--- src/rtl/matmul_apb_master.sv ---
// matmul_apb_master
// Bridges one host register command at a time onto an APB SETUP/ACCESS
// transfer toward the matmul calculator's APB slave port. Read data and
// error status come back on a valid/ready response channel. A bounded wait
// counter aborts transfers whose slave never raises pready.
// Every output is driven directly from a flop, so each output is 0 while
// rst_ni is low and psel/penable drop as soon as reset asserts.

module matmul_apb_master #(
    parameter int DATA_WIDTH = 32,
    parameter int BUS_WIDTH  = 16,
    parameter int MAX_WAIT   = 255
) (
    input  logic                    clk_i,
    input  logic                    rst_ni,
    // command channel
    input  logic                    cmd_valid_i,
    output logic                    cmd_ready_o,
    input  logic                    cmd_write_i,
    input  logic [BUS_WIDTH-1:0]    cmd_addr_i,
    input  logic [DATA_WIDTH-1:0]   cmd_wdata_i,
    input  logic [DATA_WIDTH/8-1:0] cmd_strb_i,
    // response channel
    output logic                    rsp_valid_o,
    input  logic                    rsp_ready_i,
    output logic [DATA_WIDTH-1:0]   rsp_rdata_o,
    output logic                    rsp_err_o,
    output logic                    rsp_timeout_o,
    // APB master port
    output logic                    psel_o,
    output logic                    penable_o,
    output logic                    pwrite_o,
    output logic [BUS_WIDTH-1:0]    paddr_o,
    output logic [DATA_WIDTH-1:0]   pwdata_o,
    output logic [DATA_WIDTH/8-1:0] pstrb_o,
    input  logic                    pready_i,
    input  logic                    pslverr_i,
    input  logic [DATA_WIDTH-1:0]   prdata_i,
    // status
    input  logic                    busy_i,
    output logic                    busy_o,
    output logic                    idle_o
);

    localparam int STRB_W = DATA_WIDTH / 8;
    // A zero MAX_WAIT still needs a 1-bit counter so the vector is legal.
    localparam int WAIT_W = (MAX_WAIT > 0) ? $clog2(MAX_WAIT + 1) : 1;
    localparam logic [WAIT_W-1:0] WAIT_LAST =
        (MAX_WAIT > 0) ? WAIT_W'(MAX_WAIT - 1) : {WAIT_W{1'b0}};
    localparam logic [WAIT_W-1:0] WAIT_SAT = {WAIT_W{1'b1}};

    typedef enum logic [1:0] {
        ST_IDLE   = 2'd0,
        ST_SETUP  = 2'd1,
        ST_ACCESS = 2'd2,
        ST_RESP   = 2'd3
    } state_t;

    state_t                  state_r;
    state_t                  state_nxt_s;
    logic [WAIT_W-1:0]       wait_cnt_r;
    logic                    timeout_hit_s;
    logic                    cmd_fire_s;
    logic                    access_done_s;

    // APB output registers; they also hold the latched command
    logic                    psel_r;
    logic                    penable_r;
    logic                    pwrite_r;
    logic [BUS_WIDTH-1:0]    paddr_r;
    logic [DATA_WIDTH-1:0]   pwdata_r;
    logic [STRB_W-1:0]       pstrb_r;

    // response and status registers
    logic                    rsp_valid_r;
    logic [DATA_WIDTH-1:0]   rsp_rdata_r;
    logic                    rsp_err_r;
    logic                    rsp_timeout_r;
    logic                    cmd_ready_r;
    logic                    idle_r;
    logic                    busy_r;

    // cmd_ready_r is only ever 1 while the FSM sits in IDLE
    assign cmd_fire_s    = cmd_valid_i && cmd_ready_r;
    assign access_done_s = (state_r == ST_ACCESS) && (state_nxt_s == ST_RESP);

    // Timeout fires on the last allowed ACCESS cycle, unless disabled
    always_comb begin
        timeout_hit_s = 1'b0;
        if ((MAX_WAIT != 0) && (wait_cnt_r == WAIT_LAST)) begin
            timeout_hit_s = 1'b1;
        end else begin
            timeout_hit_s = 1'b0;
        end
    end

    // Next-state logic; pready wins over the timeout in the same cycle
    always_comb begin
        state_nxt_s = state_r;
        case (state_r)
            ST_IDLE: begin
                if (cmd_fire_s) begin
                    state_nxt_s = ST_SETUP;
                end else begin
                    state_nxt_s = ST_IDLE;
                end
            end
            ST_SETUP: begin
                state_nxt_s = ST_ACCESS;
            end
            ST_ACCESS: begin
                if (pready_i) begin
                    state_nxt_s = ST_RESP;
                end else if (timeout_hit_s) begin
                    state_nxt_s = ST_RESP;
                end else begin
                    state_nxt_s = ST_ACCESS;
                end
            end
            ST_RESP: begin
                if (rsp_ready_i) begin
                    state_nxt_s = ST_IDLE;
                end else begin
                    state_nxt_s = ST_RESP;
                end
            end
            default: begin
                state_nxt_s = ST_IDLE;
            end
        endcase
    end

    // FSM state register
    always_ff @(posedge clk_i or negedge rst_ni) begin
        if (!rst_ni) begin
            state_r <= ST_IDLE;
        end else begin
            state_r <= state_nxt_s;
        end
    end

    // Saturating count of ACCESS cycles without pready; zero outside ACCESS
    always_ff @(posedge clk_i or negedge rst_ni) begin
        if (!rst_ni) begin
            wait_cnt_r <= {WAIT_W{1'b0}};
        end else if (state_r != ST_ACCESS) begin
            wait_cnt_r <= {WAIT_W{1'b0}};
        end else if (!pready_i && (wait_cnt_r != WAIT_SAT)) begin
            wait_cnt_r <= wait_cnt_r + {{(WAIT_W-1){1'b0}}, 1'b1};
        end else begin
            wait_cnt_r <= wait_cnt_r;
        end
    end

    // Latch the command on accept and hold it on the bus through ACCESS
    always_ff @(posedge clk_i or negedge rst_ni) begin
        if (!rst_ni) begin
            psel_r    <= 1'b0;
            penable_r <= 1'b0;
            pwrite_r  <= 1'b0;
            paddr_r   <= {BUS_WIDTH{1'b0}};
            pwdata_r  <= {DATA_WIDTH{1'b0}};
            pstrb_r   <= {STRB_W{1'b0}};
        end else if (cmd_fire_s) begin
            psel_r    <= 1'b1;
            penable_r <= 1'b0;
            pwrite_r  <= cmd_write_i;
            paddr_r   <= cmd_addr_i;
            // reads never drive data or strobes onto the bus
            pwdata_r  <= cmd_write_i ? cmd_wdata_i : {DATA_WIDTH{1'b0}};
            pstrb_r   <= cmd_write_i ? cmd_strb_i  : {STRB_W{1'b0}};
        end else if (state_r == ST_SETUP) begin
            penable_r <= 1'b1;
        end else if (access_done_s) begin
            psel_r    <= 1'b0;
            penable_r <= 1'b0;
            pwrite_r  <= 1'b0;
            paddr_r   <= {BUS_WIDTH{1'b0}};
            pwdata_r  <= {DATA_WIDTH{1'b0}};
            pstrb_r   <= {STRB_W{1'b0}};
        end else begin
            psel_r    <= psel_r;
            penable_r <= penable_r;
        end
    end

    // Capture the response at the end of ACCESS, clear it on handshake
    always_ff @(posedge clk_i or negedge rst_ni) begin
        if (!rst_ni) begin
            rsp_valid_r   <= 1'b0;
            rsp_rdata_r   <= {DATA_WIDTH{1'b0}};
            rsp_err_r     <= 1'b0;
            rsp_timeout_r <= 1'b0;
        end else if ((state_r == ST_ACCESS) && pready_i) begin
            rsp_valid_r   <= 1'b1;
            rsp_rdata_r   <= pwrite_r ? {DATA_WIDTH{1'b0}} : prdata_i;
            rsp_err_r     <= pslverr_i;
            rsp_timeout_r <= 1'b0;
        end else if ((state_r == ST_ACCESS) && timeout_hit_s) begin
            rsp_valid_r   <= 1'b1;
            rsp_rdata_r   <= {DATA_WIDTH{1'b0}};
            rsp_err_r     <= 1'b1;
            rsp_timeout_r <= 1'b1;
        end else if ((state_r == ST_RESP) && rsp_ready_i) begin
            rsp_valid_r   <= 1'b0;
            rsp_rdata_r   <= {DATA_WIDTH{1'b0}};
            rsp_err_r     <= 1'b0;
            rsp_timeout_r <= 1'b0;
        end else begin
            rsp_valid_r   <= rsp_valid_r;
        end
    end

    // Ready/idle flags track the upcoming state so they are flop outputs
    always_ff @(posedge clk_i or negedge rst_ni) begin
        if (!rst_ni) begin
            cmd_ready_r <= 1'b0;
            idle_r      <= 1'b0;
        end else begin
            cmd_ready_r <= (state_nxt_s == ST_IDLE);
            idle_r      <= (state_nxt_s == ST_IDLE);
        end
    end

    // Busy pass-through, one cycle late and independent of the FSM
    always_ff @(posedge clk_i or negedge rst_ni) begin
        if (!rst_ni) begin
            busy_r <= 1'b0;
        end else begin
            busy_r <= busy_i;
        end
    end

    assign cmd_ready_o   = cmd_ready_r;
    assign idle_o        = idle_r;
    assign busy_o        = busy_r;
    assign psel_o        = psel_r;
    assign penable_o     = penable_r;
    assign pwrite_o      = pwrite_r;
    assign paddr_o       = paddr_r;
    assign pwdata_o      = pwdata_r;
    assign pstrb_o       = pstrb_r;
    assign rsp_valid_o   = rsp_valid_r;
    assign rsp_rdata_o   = rsp_rdata_r;
    assign rsp_err_o     = rsp_err_r;
    assign rsp_timeout_o = rsp_timeout_r;

endmodule

--- config.mk ---
export PLATFORM = sky130hd
export DESIGN_NAME = matmul_apb_master
export DESIGN_NICKNAME = d
export VERILOG_FILES = /design/src/rtl/matmul_apb_master.sv
export SDC_FILE = /design/constraint.sdc
export NUM_CORES = 1
export LEC_CHECK = 0
export CORE_ASPECT_RATIO = 1.5
export CORE_UTILIZATION = 41
export CTS_CLUSTER_SIZE = 16
export DETAILED_ROUTE_END_ITERATION = 10
export PLACE_DENSITY = 0.92
export SYNTH_ARGS = -nofsm -noshare
export SYNTH_HDL_FRONTEND = slang
export SYNTH_SLANG_ARGS = --single-unit
--- constraint.sdc ---
create_clock -name clk_i -period 2.4 [get_ports clk_i]
set_clock_uncertainty 0.2 [all_clocks]
set_input_delay 0.48 -clock clk_i [delete_from_list [all_inputs] [get_ports clk_i]]
set_output_delay 0.48 -clock clk_i [all_outputs]
set_load 0.02 [all_outputs]
**After elaboration in Yosys (flattened, before gate mapping)**

Cells that the tools add are included.

- Bits in registers: 102
- Latch bits: 0
- Bits in writable memories: 0
- Bits in read-only memories: 0
- Output and inout bits: 93
- Logic and storage cells: 71
- Memories kept: 0

- $add $sub $neg: 1
- Multipliers: 0
- Div/mod/pow operators: 0
- $lt $le $gt $ge: 0
- Eq/ne operators: 8
- Shifts and indexed selects: 0
- Muxes and demuxes: 34
- Bitwise logic cells: 0
- Reduce and logical (&&, ||, !) cells: 14

Operator list:

| cell | number |
|---|---|
| 32-bit 2-to-1 mux | 8 |
| 16-bit 2-to-1 mux | 3 |
| 4-bit 2-to-1 mux | 4 |
| 8-bit 2-to-1 mux | 2 |
| 1-bit 2-to-1 mux | 15 |
| 8-bit by 1-bit adder with 8-bit output, second input constant | 1 |
| 8-bit == test, second input constant | 1 |
| 8-bit != test, second input constant | 1 |
| 2-bit case mux with 4 select lines | 1 |
| 2-bit == test, second input constant | 3 |
| 1-bit logical AND | 6 |
| 3-bit nonzero test | 2 |
| 2-bit logical NOT | 2 |
| 2-bit != test, second input constant | 2 |
| 2-bit nonzero test | 2 |
| 2-bit by 1-bit == test with 1-bit output, second input constant | 1 |
| 2-bit 2-to-1 mux | 1 |
| 2-bit AND reduction | 1 |
| 1-bit logical NOT | 1 |

**Logic depth before layout (Yosys ltp)**

- Word-level depth: 10
- Gate-level depth with buffers: 7

**Worst setup path before layout**

Ideal clock, no wire load.

- Kind: reg-to-reg
- Start point: register wait_cnt_r[0]
- End point: register rsp_rdata_r[10] (netlist: rsp_rdata_o[10])
- Library setup time: 0.066 ns
- Arrival: 1.454 ns
- Setup slack: 0.681 ns
- Cell stages (with the launch flop): 8
- Path buffers: 1
- Period minus slack after synthesis: 1.719 ns
- Cell sequence: dfrtp_1 > inv_1 > ha_1 > nand3_1 > nor2_4 > o311ai_4 > buf_6 > a22o_1

- Cells in the longest elaborated chain, start to end: 5
- Elaborated cells between the ends (all ways): 6
- Those cells by class: eq/ne (1); mux (3); reduce/logical (2)

Ends and longest elaborated chain:

| what | line | source |
|---|---|---|
| from (decl) | 61 | `logic [WAIT_W-1:0] wait_cnt_r;` |
| from (signal assigned) | 145 | `wait_cnt_r <= {WAIT_W{1'b0}};` |
| from (signal assigned) | 147 | `wait_cnt_r <= {WAIT_W{1'b0}};` |
| from (signal assigned) | 149 | `wait_cnt_r <= wait_cnt_r + {{(WAIT_W-1){1'b0}}, 1'b1};` |
| 8-bit == test (*) | 90 | `if ((MAX_WAIT != 0) && (wait_cnt_r == WAIT_LAST)) begin` |
| 1-bit 2-to-1 mux (*) | 90 |  |
| 1-bit logical AND (*) | 199 | `end else if ((state_r == ST_ACCESS) && timeout_hit_s) begin` |
| 32-bit 2-to-1 mux | 199 |  |
| 32-bit 2-to-1 mux | 194 | `end else if ((state_r == ST_ACCESS) && pready_i) begin` |
| to (signal assigned) | 196 | `rsp_rdata_r <= pwrite_r ? {DATA_WIDTH{1'b0}} : prdata_i;` |
| to (signal assigned) | 201 | `rsp_rdata_r <= {DATA_WIDTH{1'b0}};` |
| to (signal assigned) | 206 | `rsp_rdata_r <= {DATA_WIDTH{1'b0}};` |
| to (decl) | 76 | `logic [DATA_WIDTH-1:0] rsp_rdata_r;` |

Mark *: on every way between the ends. The rest lies on a longest branch, timed or not.
A chain may end at the register's enable or synchronous reset.

**Worst setup path after layout**

- Start point: register wait_cnt_r[0]
- End point: register pstrb_r[0] (netlist: pstrb_o[0])

- Cells in the longest elaborated chain, start to end: 9

Ends and longest elaborated chain:

| what | line | source |
|---|---|---|
| 8-bit == test | 90 |  |
| 1-bit 2-to-1 mux | 90 |  |
| 1-bit 2-to-1 mux | 114 | `end else if (timeout_hit_s) begin` |
| 1-bit 2-to-1 mux | 112 | `if (pready_i) begin` |
| 2-bit case mux with 4 select lines | 100 | `case (state_r)` |
| 2-bit == test | 85 | `assign access_done_s = (state_r == ST_ACCESS) && (state_nxt_s == ST_RESP);` |
| 1-bit logical AND | 85 |  |
| 2-bit nonzero test (no line) | - |  |
| 2-bit AND reduction (no line) | - |  |
| to (signal assigned) | 163 | `pstrb_r <= {STRB_W{1'b0}};` |
| to (signal assigned) | 171 | `pstrb_r <= cmd_write_i ? cmd_strb_i : {STRB_W{1'b0}};` |
| to (signal assigned) | 180 | `pstrb_r <= {STRB_W{1'b0}};` |
| to (decl) | 72 | `logic [STRB_W-1:0] pstrb_r;` |

Every way passes these cells.

==> results.tsv <==
stage	metric	value	unit
finish	Multi-input gate area	1280	sq um
finish	Area Growth Syn to Fin	56.3	%
pwr	Net Sw Frac	35.6	%
place	gpl congestion	0.786	
setup_path	largest driver fanout on the critical path	18	
pwr	power share of the clock group	20.4	%
timing	Slew @ Worst Pin	0.879	ns
global_routing	vias in the first global route	3321	
drt	antenna viol nets, final	0	
drt	metal1 wirelength	4350	um
setup_path	setup slack, reg-to-reg	0.19	ns
worst_hold_path	hold crit path type	reg2reg	
setup_path	CP arrival	2.29	ns
global_routing	Total GRT Usage	21.4	%
synth	Synth Net Count	400	
timing	unrepaired setup endpoints after global routing	no	
die	die width	82.9	um
timing	Slew HR	41.4	%
finish	layout cell share with drive strength beyond 1	6.68	%
finish	Final #Nets	583	
synth	Synth top cells by count	dfrtp_1, a22o_1, nand2_1	
setup_path	reg2reg path depth	6	
setup_path	CP Capture Type	register	
setup_path	Critical Path Start Type	register	
synth	asr flop ratio synth	100	%
drt	first drt pass iteration count	4	
synth	Synth Instances	306	
setup_path	Data required, critical path	2.47	ns
synth	largest cells by area after synthesis	dfrtp_1, a22o_1, nand2_1, buf_6, o21ai_0	
clock_tree	root buf cell	clkbuf_16	
clock_tree	PostCTS Resize Cnt	0	
global_routing	initial antenna violation count	0	
timing	PnR worst setup slack	0.185	ns
finish	fill cell count	685	
pwr	Comb power frac	44.2	%
finish	storage element area	2550	sq um
pwr	Power Density	1250	nW/um^2
synth	Syn Area/Cell	13.1	sq um
flow_run	max-cap violations	0	
worst_hold_path	min-delay src	rsp_valid_o	
worst_hold_path	hold depth	1	
drt	Routed WL	11400	um
clock_tree	CTS tree	built	
timing	Fin. Hold Viols	0	
pwr	part of the power in registers	35.4	%
synth	Synth area leader	dfrtp_1	
setup_path	FF-to-FF End	pstrb_o[0]	
setup_path	WS Path Type	reg2reg	
timing	setup tns final	0	ns
synth	mapped cell area	4020	sq um
setup_path	Reg2Reg Launch Point	wait_cnt_r[0]	
pwr	LEAKAGE	0.00279	uW
timing	Max Transition Viols Final	0	
timing	Min Clock Period, post-route	2.21	ns
die	FP Rows	43	
clock_tree	H-tree levels	3	
synth	number of synthesized flops with an enable pin	0	
finish	ant diodes	0	
timing	Max Fclk	0.452	GHz
pwr	Net Sw Power	2800	uW
drt	vias per cell	5.36	
die	Ports	185	
clock_tree	worst-skew pair later-pin latency	0.34	ns
place	setup slack at placement	-0.0354	ns
drt	routed len/inst	18.7	um
global_routing	global-route wire length before repair	17100	um
drt	top sig layer	met4	
clock_tree	CTS Buf Count	9	
pwr	maximum vdd drop	811	uV
die	full die area	10200	sq um
synth	most common cell in the netlist	dfrtp_1	
synth	area share of the largest cell type after synthesis	63.5	%
drt	routed wl met2	6160	um
global_routing	GRT Residual Overflow	0	
place	PortBufs	184	
synth	sequential share of the synthesized area	63.5	%
clock_tree	Longest Clk Path Bufs	2	
clock_tree	clock tree sinks	102	
synth	Netlist cell types	41	
timing	Final setup violation count	0	
synth	Synthesis Warnings	0	
synth	Main synth FF type	dfrtp_1	
drt	metal3 WL	464	um
clock_tree	Setup Fix Bufs, Post-CTS	0	
die	Core Area	9360	sq um
die	Initial Util	43.0	%
drt	remaining routing DRC violations	0	
clock_tree	CTS clk-pin slew, worst paths	0.07	ns
drt	first-iteration detailed-routing DRC count	181	
timing	Final Cycle Share	92.3	%
place	post-DP HPWL	7970	um
worst_hold_path	hold path endpoint	rsp_valid_o	
die	Die Y	123	um
synth	#FFs+latches synth	102	
global_routing	largest net degree at the start of global routing	43	
drt	via count	3246	
outcome	outcome	finished clean	
pwr	cell internal pwr	5060	uW
==> power groups by stage <==
stage,Combinational [uW],Sequential [uW],Clock [uW]
after floorplan,1170,3450,0
after detailed placement,3460,2800,0
after global routing,3680,2860,1690
after CTS,3480,2780,1620
final,3470,2780,1600
after global placement,3370,2760,0
==> cell type report <==
cell class | instances | share of cell area [%]
clock buffers | 13 | 4.30
multi-input cells | 179 | 20.4
repair buffers | 194 | 31.3
well taps | 112 | 2.23
inverters | 3 | 0.179
clock inverters | 3 | 1.04
flip-flops and latches | 102 | 40.6
==> what timing repair did <==
item | 4_1_cts | 5_1_grt
hold buffers | 1 | 0
hold endpoints to repair | 34 | 0
setup endpoints to repair | 0 | 5
==> worst max-delay path, stage by stage, from the launching register on <==
cell and delay, ns:
dfrtp_1 0.41, inv_1 0.06, ha_1 0.19, nand3_1 0.21
o21bai_4 0.12, a21oi_2 0.72, a22o_1 0.24
==> flip-flops by register name, summed over array words and instances (netlist names), 2 cells and up <==
name / count
wait_cnt_r: 8
pwdata_o: 32
rsp_rdata_o: 32
paddr_o: 16
state_r: 2
pstrb_o: 4
==> logic make-up after synthesis <==
family | synth area share, %
and+or+nand+nor | 8.37
AOI/OAI and AO/OA | 21.7
buffers and inverters | 4.95
adders and majority gates | 0.622
xor gates and xnor gates | 0.871
DFF | 63.5
==> placed cells by master (no fill, tap or decap), types with 2 or more instances in the layout <==
cell type and count:
a21oi_1 3, a22o_1 68, a41oi_1 2, and2_1 2, and3_1 3, buf_12 4
buf_4 6, bufinv_16 2, clkbuf_16 9, clkbuf_8 3, clkdlybuf4s50_1 183, dfrtp_1 102
ha_1 2, inv_1 3, nand2_1 35, nand2b_1 2, nand3_1 4, nor2_1 10
o211ai_1 2, o21ai_0 21, xor2_1 3
==> metrics by stage <==
stage / utilization [%] / power, uW / instances / hold WS (ns) / instance area [sq um]
after CTS: 67.1 / 7880 / 605 / 0.287 / 6280
after detailed placement: 63.4 / 6260 / 588 / 0.264 / 5930
after global placement: 63.4 / 6130 / 588 / 0.257 / 5930
after floorplan: - / 4620 / 306 / -0.0156 / 4020
final: 67.1 / 7850 / 606 / 0.285 / 6290
after global routing: 67.1 / 8230 / 606 / 0.312 / 6290
==> routing by layer <==
metal,global-route usage [%],vias to the layer above
li1,-,1484
met4,10.6,0
met1,25.7,1605
met2,37.7,131
met5,0,-
met3,3.47,26
==> worst max path at each step <==
| stage | startpoint | to | slack (ns) | depth (start not counted) |
|---|---|---|---|---|
| after floorplan | wait_cnt_r[0] | rsp_rdata_o[10] | 0.68 | 7 |
| after CTS | wait_cnt_r[0] | pwdata_o[22] | 0.12 | 6 |
| after detailed placement | pready_i | pwdata_o[22] | -0.04 | 4 |
| final | wait_cnt_r[0] | pstrb_o[0] | 0.19 | 6 |
| after global placement | pready_i | pwdata_o[28] | 0.08 | 4 |
| after global routing | wait_cnt_r[0] | pwdata_o[9] | 0.009 | 6 |
No activity file was read; power rests on OpenSTA's default activity.
